## config.mk

```make
export PLATFORM = sky130hd
export DESIGN_NAME = version_info_streamer
export DESIGN_NICKNAME = d
export VERILOG_FILES = /design/src/rtl/version_info_streamer.sv
export SDC_FILE = /design/constraint.sdc
export NUM_CORES = 1
export LEC_CHECK = 0
export CORE_MARGIN = 10
export CORE_UTILIZATION = 48
export DETAILED_ROUTE_END_ITERATION = 6
export PLACE_DENSITY = 0.76
export SKIP_CTS_REPAIR_TIMING = 1
export SLEW_MARGIN = 20
export SYNTH_ARGS = -nofsm -noshare
export SYNTH_HDL_FRONTEND = slang
export SYNTH_SLANG_ARGS = --single-unit
```

## constraint.sdc

```tcl
create_clock -name clk -period 2.8 [get_ports clk]
set_input_delay 0.56 -clock clk [delete_from_list [all_inputs] [get_ports clk]]
set_output_delay 0.56 -clock clk [all_outputs]
set_load 0.1 [all_outputs]
```

## src/rtl/version_info_streamer.sv

```systemverilog
// Build-identification streamer: emits a framed, checksummed record of version,
// BCD build timestamp and optional user bytes over an 8-bit valid/ready stream.
module version_info_streamer #(
    parameter logic [7:0]  C_MAJOR       = 8'd0,
    parameter logic [7:0]  C_MINOR       = 8'd0,
    parameter logic [7:0]  C_PATCH       = 8'd0,
    parameter logic [7:0]  C_BUILD       = 8'd0,
    parameter logic [15:0] C_YEAR        = 16'h2025,
    parameter logic [7:0]  C_MONTH       = 8'h01,
    parameter logic [7:0]  C_DAY         = 8'h01,
    parameter logic [7:0]  C_HOUR        = 8'h00,
    parameter logic [7:0]  C_MINUTE      = 8'h00,
    parameter logic [7:0]  C_SECOND      = 8'h00,
    parameter logic [7:0]  C_MAGIC       = 8'hA5,
    parameter int unsigned N_USER        = 0,
    parameter int unsigned C_AUTO_PERIOD = 0
) (
    input  logic                                 clk,
    input  logic                                 rst_n,
    input  logic                                 req,
    input  logic [((N_USER > 0) ? N_USER : 1)*8-1:0] user_data,
    output logic [7:0]                           m_data,
    output logic                                 m_valid,
    input  logic                                 m_ready,
    output logic                                 m_last,
    output logic                                 busy,
    output logic [15:0]                          frame_cnt
);

    localparam int unsigned UW        = ((N_USER > 0) ? N_USER : 1) * 8;
    localparam logic [4:0]  LP_LAST   = 5'(13 + N_USER);
    localparam logic [7:0]  LP_LEN    = 8'(11 + N_USER);
    localparam logic [31:0] LP_PERIOD = 32'(C_AUTO_PERIOD);

    typedef enum logic {
        S_IDLE,
        S_SEND
    } state_t;

    state_t        r_state;
    state_t        w_state_next;
    logic [4:0]    r_idx;
    logic [7:0]    r_sum;
    logic [UW-1:0] r_user;
    logic          r_pending;
    logic [31:0]   r_timer;
    logic [15:0]   r_frame_cnt;

    logic       w_auto_tick;
    logic       w_req_any;
    logic       w_accept;
    logic       w_is_last;
    logic       w_load;
    logic [7:0] w_byte;

    assign w_auto_tick = (LP_PERIOD != 32'd0) && (r_timer == LP_PERIOD - 32'd1);
    assign w_req_any   = req | w_auto_tick;
    assign w_is_last   = (r_idx == LP_LAST);
    assign w_accept    = (r_state == S_SEND) && m_ready;

    // User bytes leave from the top of a shift register, so MSB byte goes first.
    always_comb begin
        w_byte = 8'h00;
        case (r_idx)
            5'd0:    w_byte = C_MAGIC;
            5'd1:    w_byte = LP_LEN;
            5'd2:    w_byte = C_MAJOR;
            5'd3:    w_byte = C_MINOR;
            5'd4:    w_byte = C_PATCH;
            5'd5:    w_byte = C_BUILD;
            5'd6:    w_byte = C_YEAR[15:8];
            5'd7:    w_byte = C_YEAR[7:0];
            5'd8:    w_byte = C_MONTH;
            5'd9:    w_byte = C_DAY;
            5'd10:   w_byte = C_HOUR;
            5'd11:   w_byte = C_MINUTE;
            5'd12:   w_byte = C_SECOND;
            default: w_byte = w_is_last ? (8'h00 - r_sum) : r_user[UW-1 -: 8];
        endcase
    end

    always_ff @(posedge clk or negedge rst_n) begin
        if (!rst_n) r_state <= S_IDLE;
        else        r_state <= w_state_next;
    end

    always_comb begin
        w_state_next = r_state;
        w_load       = 1'b0;
        m_valid      = 1'b0;
        m_last       = 1'b0;
        busy         = 1'b0;
        m_data       = 8'h00;
        case (r_state)
            S_IDLE: begin
                if (w_req_any || r_pending) begin
                    w_state_next = S_SEND;
                    w_load       = 1'b1;
                end
            end
            S_SEND: begin
                m_valid = 1'b1;
                busy    = 1'b1;
                m_data  = w_byte;
                m_last  = w_is_last;
                // A request arriving with the CHK accept chains straight into the next frame.
                if (w_accept && w_is_last) begin
                    if (r_pending || w_req_any) w_load = 1'b1;
                    else                        w_state_next = S_IDLE;
                end
            end
            default: w_state_next = S_IDLE;
        endcase
    end

    always_ff @(posedge clk or negedge rst_n) begin
        if (!rst_n) begin
            r_idx     <= '0;
            r_sum     <= '0;
            r_user    <= '0;
            r_pending <= 1'b0;
        end else if (w_load) begin
            r_idx     <= '0;
            r_sum     <= '0;
            r_user    <= user_data;
            r_pending <= 1'b0;
        end else if (r_state == S_SEND) begin
            if (w_req_any) r_pending <= 1'b1;
            if (w_accept) begin
                r_idx <= r_idx + 5'd1;
                if (r_idx != 5'd0) r_sum <= r_sum + w_byte;
                if (r_idx >= 5'd13) r_user <= r_user << 8;
            end
        end
    end

    always_ff @(posedge clk or negedge rst_n) begin
        if (!rst_n)                     r_frame_cnt <= '0;
        else if (w_accept && w_is_last) r_frame_cnt <= r_frame_cnt + 16'd1;
    end

    always_ff @(posedge clk or negedge rst_n) begin
        if (!rst_n)                r_timer <= '0;
        else if (LP_PERIOD == 32'd0) r_timer <= '0;
        else if (w_auto_tick)      r_timer <= '0;
        else                       r_timer <= r_timer + 32'd1;
    end

    assign frame_cnt = r_frame_cnt;

endmodule

```

==> results_dict.tcl, run 1 <==
set metrics [dict create \
    clockBufferDepth 2 \
    setup-violations-final 5 \
    cap_violations 0 \
    rows 25 \
    route.detailed.drc 0 \
    power.internal_uw 2330 \
    drive_gt1_frac 0.354 \
    final_cell_mix "buf_4 (53), dfrtp_1 (37), nor2_1 (31)" \
    start_kind "flop" \
    cts_buffers 5 \
    ys_seq_area_frac 0.402 \
    p_comb_frac 0.717 \
    fin_cells 395 \
    clockRootBuffer "clkbuf_8" \
    place.detailed.hpwl_mm 4.79 \
    yosysWarnings 0 \
    status "finished with violations" \
    sw_frac_of_total 0.488 \
    synth_area_um2 2420 \
    gp_congestion 0.897 \
    initial_core_util 0.503 \
    dp_cells 382 \
    clkPwrFrac 0.085 \
    synthCells 253 \
    power_frac_seq 0.198 \
    area_growth_pct 40.9 \
    whs_ps 385 \
    gr-usage-all-layers 0.151 \
    die_h_um 91.1 \
    syn_nets 279 \
    ant_nets 0 \
    utilization 0.709 \
    yosysTopAreaCell "dfrtp_1" \
    fin_nets 353 \
    worst_pin_slew_ps 904 \
    violations "setup timing" \
    p_sw_uw 2220 \
    clk_pin_slew_ps 80 \
    fill_cells 386 \
    fin_ws_ps -144 \
    place_area_um2 3180 \
    final_common_cell "buf_4" \
    slew_headroom 0.397 \
    power.leakage_uw 0.00159 \
    synth_top_area_share 0.402 \
    cts_tree "yes" \
    final_area_um2 3420 \
    critPathMaxFanout 5 \
    drt-wirelength-per-cell_um 16.3 \
    finClkSkew_ps 5.91 \
    io_buffers 38 \
    power_density_nw_per_um2 1330 \
    endpoint_kind "flop" \
    wirelength_mm 6.42 \
    overflow 0 \
    path_class "reg -> reg" \
    arrival_ps 3130 \
    min_period_over_period 1.05 \
    worstPathRequired_ps 2990 \
    synth-seq-cells 39 \
    grt_start_max_net_pins 40 \
    htree_levels 2 \
    fmax_mhz 340 \
    ys_types 53 \
    diodes 0 \
    firstDrtPassIters 4 \
    ys_top_cells_by_area "dfrtp_1 (40%), ha_1 (6.7%), xnor2_1 (6.1%)" \
    initialDrtViolationCount 77 \
    die_w_um 91.1 \
    hp-class "in -> async" \
    coreArea_um2 4820 \
    hold_viol 0 \
    via_count 2100 \
    io-pin-count 39 \
    min_period_ps 2940 \
    cts.sink_count 39 \
    rsz0062_at_grt "yes" \
    clock_latency_ps 300 \
    antenna_found_initial 0 \
    grt_pass1_vias 2162 \
    dieArea_um2 8290 \
    maxSlewViolCount 0 \
    peakVddDrop_mv 1.35 \
    grt_pass1_wl_mm 10.5 \
    avgSynthCellArea_um2 9.58 \
    vias_per_cell 5.32 \
]
-- cell usage after synthesis (all sizes together) --
| library cell | count |
|---|---|
| o21ai | 11 |
| nor4 | 3 |
| a21oi | 16 |
| nor4bb | 1 |
| a21boi | 1 |
| o21a | 1 |
| nor2 | 37 |
| dfrtp | 39 |
| mux2 | 1 |
| nand2 | 19 |
| and4 | 1 |
| a221oi | 1 |
| ha | 13 |
| a311o | 1 |
| o22ai | 2 |
| a31oi | 1 |
| nor2b | 2 |
| mux2i | 7 |
| fa | 1 |
| nor4b | 2 |
| a311oi | 1 |
| a22o | 8 |
| o311ai | 1 |
| xor2 | 9 |
| or3 | 1 |
| o211a | 1 |
| nand3 | 4 |
| a21o | 1 |
| clkbuf | 2 |
| nor3 | 6 |
| o32a | 1 |
| nor3b | 2 |
| buf | 7 |
| o32ai | 1 |
| and3 | 2 |
| inv | 14 |
| xnor2 | 17 |
| nand4 | 6 |
| o2111ai | 1 |
| a211oi | 2 |
| nand4b | 1 |
| and2 | 5 |
-- flip-flops by register name, indices dropped and copies added (netlist names) --
signal / flops
frame_cnt: 16
r_sum: 8
r_user: 8
r_idx: 5
r_pending: 1
r_state: 1
-- stage by stage --
| step | setup TNS (ps) | total power, uW | setup WS (ps) |
|---|---|---|---|
| finish | -523 | 4550 | -144 |
| global route | -1280 | 4860 | -305 |
| CTS | -1010 | 4270 | -260 |
| detailed placement | -398 | 3870 | -221 |
| global placement | -156 | 3810 | -92.3 |
| floorplan | -1230 | 2850 | -412 |
-- layer usage --
layer  up-vias  routed length, um  GRT usage
met1      1014               2930      0.187
met4         0                 53     0.0470
met2        42               3230      0.251
met3         8                210     0.0403
li1       1036                  -          -
met5         -                  0          0
-- power groups by stage --
stage / logic, uW / clock network, uW / registers, uW
2_1_floorplan: 1940 / 0 / 909
3_3_place_gp: 2910 / 0 / 893
3_5_place_dp: 2970 / 0 / 899
4_1_cts: 2980 / 391 / 890
5_1_grt: 3520 / 422 / 919
6_report: 3260 / 386 / 902
-- layout make-up --
class                      count  area (um2)  area share
clock inverter                 2        12.5     0.00366
timing repair buffer          76         717       0.210
sequential                    39         978       0.286
inverter                      14        55.1      0.0161
tap                           67        83.8      0.0245
multi-input combinational    191        1500       0.438
clock buffer                   6        72.6      0.0212
-- cells by family after synthesis --
| kind of cell | count (synthesis) | synth area share |
|---|---|---|
| compound gates | 51 | 0.150 |
| buf+inv | 23 | 0.0439 |
| xor+xnor | 26 | 0.0939 |
| fa+ha+maj | 14 | 0.0753 |
| simple gates | 92 | 0.201 |
| mux | 8 | 0.0335 |
| flops | 39 | 0.402 |
-- worst paths after layout --
check                           endpoint  slack (ps)  depth (start not counted)     startpoint
max in group asynchronous       r_idx[0]        1800                          1          rst_n
min in group clk           frame_cnt[15]         480                          1  frame_cnt[15]
max                             r_sum[6]        -140                         15       r_idx[0]
min                             r_sum[2]         380                          1          rst_n
max reg2reg                     r_sum[6]        -140                         15       r_idx[0]
min reg2reg                frame_cnt[15]         480                          1  frame_cnt[15]
-- worst max-delay path, stage by stage (launching register included) --
cell and delay (ps):
dfrtp_2 450, inv_4 70, ha_4 180, nor4_4 290, buf_4 170, a311oi_4 40, o22ai_2 170, ha_2 220
inv_2 40, fa_2 390, nor2b_1 120, o21ai_1 90, a21boi_1 190, o21ai_1 120, a21oi_1 200, nor4_2 70
(Power assumes the default switching activity.)
==> run 2, diff against run 1 <==
- CORE_UTILIZATION: 48 -> 45
- PLACE_DENSITY: 0.76 -> 0.72
==> run 2 against run 1 <==
The flow still finishes with violations (setup timing). Wire length grew 3.5%. Final cell count grew 3.0%. Critical path type unchanged. Sequential share of layout area shrank 0.49 points. Die area grew 5.2%. Highest routed layer unchanged. Sequential power shrank 2%. Maximum frequency grew 0.84%. Worst hold slack lost 3.3 ps.
==> results_dict.tcl, run 2 (synthesis results as in run 1) <==
set metrics [dict create \
    status "finished with violations" \
    violations "setup timing" \
    grt_start_max_net_pins 40 \
    diodes 0 \
    ant_nets 0 \
    area_growth_pct 43.1 \
    regArea_um2 977 \
    cts_tree "yes" \
    wirelength_mm 6.64 \
    route.detailed.drc 0 \
    htree_levels 2 \
    endpoint_kind "flop" \
    place.detailed.hpwl_mm 5.05 \
    slew_headroom 0.417 \
    via_count 2186 \
    cts.sink_count 39 \
    largest_register_ffs 16 \
    maxSlewViolCount 0 \
    die_h_um 93.4 \
    preCtsSetupSlack_ps -225 \
    die_w_um 93.4 \
    final_cell_mix "buf_4 (62), dfrtp_1 (38), nor2_1 (31)" \
    hp-class "in -> async" \
    antenna_found_initial 0 \
    cts_buffers 5 \
    crit_chain "inv_2, ha_4, nor4_4, a311o_2, a21oi_4, a21oi_2, ha_1, a211oi_2, o21ai_1, a31oi_2, nor4b_2, or3_1, a21oi_2" \
    cpPeakStageDelay_ps 410 \
    worstPathRequired_ps 3030 \
    critPathMaxFanout 4 \
    cp_num_buf_inv 1 \
    fmax_mhz 342 \
    grt_pass1_vias 2217 \
    grt_pass1_wl_mm 10.7 \
    initial_core_util 0.469 \
    start_kind "flop" \
    crit_top_cell "a21oi_2" \
    gp_congestion 0.905 \
    fin_nets 362 \
    path_delay_family "compound AO/OA/AOI/OAI gates" \
    coreArea_um2 5170 \
    initialDrtViolationCount 171 \
    clockBufferDepth 2 \
    io-pin-count 39 \
    peakVddDrop_mv 0.799 \
    hold_viol 0 \
    min_period_ps 2920 \
    power_density_nw_per_um2 1340 \
    clock_latency_ps 290 \
    min_period_over_period 1.04 \
    clk_pin_slew_ps 80 \
    overflow 0 \
    dieArea_um2 8720 \
    fill_cells 384 \
    firstDrtPassIters 4 \
    cap_violations 0 \
    rsz0062_at_grt "yes" \
    vias_per_cell 5.37 \
    path_class "reg -> reg" \
    drive_gt1_frac 0.368 \
    clockRootBuffer "clkbuf_8" \
    finClkSkew_ps 9.18 \
    final_common_cell "buf_4" \
    fin_cells 407 \
    setup-violations-final 6 \
    dp_cells 391 \
    whs_ps 381 \
    cp_slowest_cell "dfrtp_1" \
    io_buffers 38 \
    multi_input_area_um2 1480 \
    worst_pin_slew_ps 875 \
    rows 26 \
    fin_ws_ps -120 \
    power.leakage_uw 0.00162 \
    arrival_ps 3150 \
    drt-wirelength-per-cell_um 16.3 \
    gr-usage-all-layers 0.150 \
]
==> run 2: cell types whose count changed in the layout (fill, tap and decap cells not counted), moves of 3 or more <==
| cell | delta |
|---|---|
| o21ai_2 | +3 |
| buf_4 | +9 |
| and2_4 | -3 |
| and2_1 | +3 |
| o21ai_1 | -4 |
==> run 2: per-stage QoR <==
stage / util / total power (uW) / cell area, um2 / setup TNS, ps
after floorplan: - / 2850 / 2490 / -1230
after global placement: 0.624 / 3930 / 3230 / -129
after detailed placement: 0.624 / 4000 / 3230 / -433
after CTS: 0.641 / 4400 / 3310 / -1100
after global routing: 0.671 / 4950 / 3470 / -1280
final: 0.671 / 4670 / 3470 / -418
==> run 2: power breakdown <==
| group | switching, uW | total, uW | internal, uW |
|---|---|---|---|
| clock | 207 | 381 | 174 |
| sequential | 184 | 883 | 700 |
| combinational | 1890 | 3400 | 1510 |
==> run 2: path summary, 6_finish.rpt <==
kind / startpoint / end / slack (ps) / cells past startpoint
worst max-delay path: r_idx[1] / r_sum[7] / -120 / 13
worst min-delay path: rst_n / r_user[6] / 380 / 1
worst max register to register: r_idx[1] / r_sum[7] / -120 / 13
worst min register to register: frame_cnt[15] / frame_cnt[15] / 470 / 1
max in group asynchronous: rst_n / r_idx[0] / 1810 / 1
min in group clk: frame_cnt[15] / frame_cnt[15] / 470 / 1
==> run 2: layout make-up <==
cell class / instances / share of cell area
inverter: 14 / 0.0151
multi-input combinational: 191 / 0.428
clock inverter: 2 / 0.00360
sequential: 39 / 0.282
tap: 70 / 0.0252
clock buffer: 6 / 0.0209
timing repair buffer: 85 / 0.226
==> run 2: metal layers <==
metal / up-vias / GRT usage / wire length (um)
li1: 1050 / - / -
met1: 1052 / 0.188 / 2990
met2: 78 / 0.247 / 3180
met3: 6 / 0.0400 / 434
met4: 0 / 0.0411 / 43
met5: - / 0 / 0
==> run 3, diff against run 2 <==
- CORE_ASPECT_RATIO: unset -> 0.7
- CTS_CLUSTER_SIZE: unset -> 14
- SLEW_MARGIN: 20 -> unset
==> run 3 against run 2 <==
Critical path type is now reg -> out. The flow still finishes with violations (setup timing). Worst hold slack lost 160 ps. Register-to-register slack about the same. Critical endpoint is now m_data[7]. Clock power increased by 35%. Via count increased by 2.5%. Critical path depth is 3 lower. Setup slack lost 110 ps. Sequential power grew 1%. First-iteration DRC count increased by 16%. Final cell count is 0.74% higher. Wire length rose by 2.8%. Flip-flop and latch count unchanged.
==> results_dict.tcl, run 3 (synthesis results as in run 1) <==
set metrics [dict create \
    min_period_ps 3030 \
    gr-usage-all-layers 0.150 \
    fin_ws_ps -233 \
    grt_start_max_net_pins 22 \
    initialDrtViolationCount 198 \
    dp_cells 393 \
    final_cell_mix "buf_4 (63), dfrtp_1 (38), nor2_1 (32)" \
    setup-violations-final 9 \
    ff2ff_setup_slack_ps -130 \
    dieArea_um2 8770 \
    htree_levels 2 \
    route.detailed.drc 0 \
    clockRootBuffer "clkbuf_8" \
    ant_nets 0 \
    slew_headroom 0.632 \
    path_delay_family "simple AND/OR/NAND/NOR gates" \
    wirelength_mm 6.83 \
    fin_nets 363 \
    cap_violations 0 \
    peakVddDrop_mv 0.999 \
    cp_slowest_cell "dfrtp_1" \
    r2r_end "r_sum[6]" \
    power_density_nw_per_um2 1390 \
    drt-wirelength-per-cell_um 16.7 \
    fin_cells 410 \
    total_power_uw 4880 \
    clk_pin_slew_ps 90 \
    die_w_um 108 \
    gp_congestion 0.993 \
    endpoint_kind "primary output" \
    hold_viol 0 \
    diodes 0 \
    firstDrtPassIters 5 \
    die_h_um 81.4 \
    place.detailed.hpwl_mm 5.04 \
    power.leakage_uw 0.00166 \
    hp-class "in -> async" \
    initial_core_util 0.464 \
    via_count 2241 \
    worstRegToRegCells 14 \
    vias_per_cell 5.47 \
    clockBufferDepth 2 \
    antenna_found_initial 0 \
    cpPeakStageDelay_ps 420 \
    overflow 0 \
    maxSlewViolCount 0 \
    rr_startpoint "r_idx[1]" \
    rsz0062_at_grt "yes" \
    arrival_ps 2470 \
    utilization 0.674 \
    finalSetupTns_ps -751 \
    clock_latency_ps 300 \
    drive_gt1_frac 0.367 \
    grt_pass1_wl_mm 10.6 \
    rows 22 \
    worst_pin_slew_ps 550 \
    start_kind "flop" \
    io-pin-count 39 \
    area_growth_pct 45.3 \
    finClkSkew_ps 9.41 \
    final_common_cell "buf_4" \
    cp_num_buf_inv 4 \
    grt_pass1_vias 2032 \
    crit_top_cell "buf_6" \
    status "finished with violations" \
    violations "setup timing" \
    cts.sink_count 39 \
    path_class "reg -> out" \
    fmax_mhz 330 \
    preCtsSetupSlack_ps -176 \
    min_period_over_period 1.08 \
    crit_chain "inv_2, ha_4, nor4_4, a311oi_4, buf_6, buf_6, nor4b_4, nor2_1, nor2_2, buf_12" \
    cts_buffers 5 \
    worstPathRequired_ps 2240 \
    io_buffers 38 \
    cts_tree "yes" \
    fill_cells 406 \
    critPathMaxFanout 4 \
    coreArea_um2 5230 \
    largest_register_ffs 16 \
]
## run 3: cell types whose count changed in the layout (fill, tap and decap cells not counted), sizes merged
cell	previous run	this run
inv	14	15
clkinv	1	0
nand4b	1	2
bufinv	0	1
clkinvlp	1	0
## run 3: worst max-delay path by stage
| stage | start | endpoint | slack, ps | depth (start not counted) |
|---|---|---|---|---|
| finish | r_idx[1] | m_data[7] | -230 | 10 |
| floorplan | r_state | m_last | -410 | 3 |
| CTS | r_idx[0] | m_data[7] | -290 | 10 |
| global placement | r_idx[0] | r_sum[6] | -100 | 14 |
| detailed placement | r_idx[0] | r_sum[6] | -180 | 14 |
| global route | r_idx[1] | r_sum[6] | -390 | 14 |
## run 3: per-stage QoR
step / hold slack (ps) / area [um2]
floorplan: 264 / 2490
global placement: 465 / 3230
detailed placement: 472 / 3230
CTS: 244 / 3350
global route: 256 / 3520
finish: 226 / 3520
## run 3: power by group
part,internal [uW],switching [uW]
Combinational,1540,1930
Sequential,700,196
Clock,293,220
Total,2530,2350
## run 3: final cells by class
type                    count  area [um2]  area share
clock inverters             2        38.8      0.0110
well taps                  72        90.1      0.0256
clock buffers               6        82.6      0.0234
multi-input cells         192        1500       0.425
flip-flops and latches     39         977       0.277
repair buffers             85         781       0.222
inverters                  14        55.1      0.0156
## run 3: routing by layer
metal	vias up	track usage	routed length, um
met2	85	0.203	2980
met4	0	0.0319	68
met5	-	0	0
li1	1066	-	-
met1	1083	0.236	3330
met3	7	0.0297	451
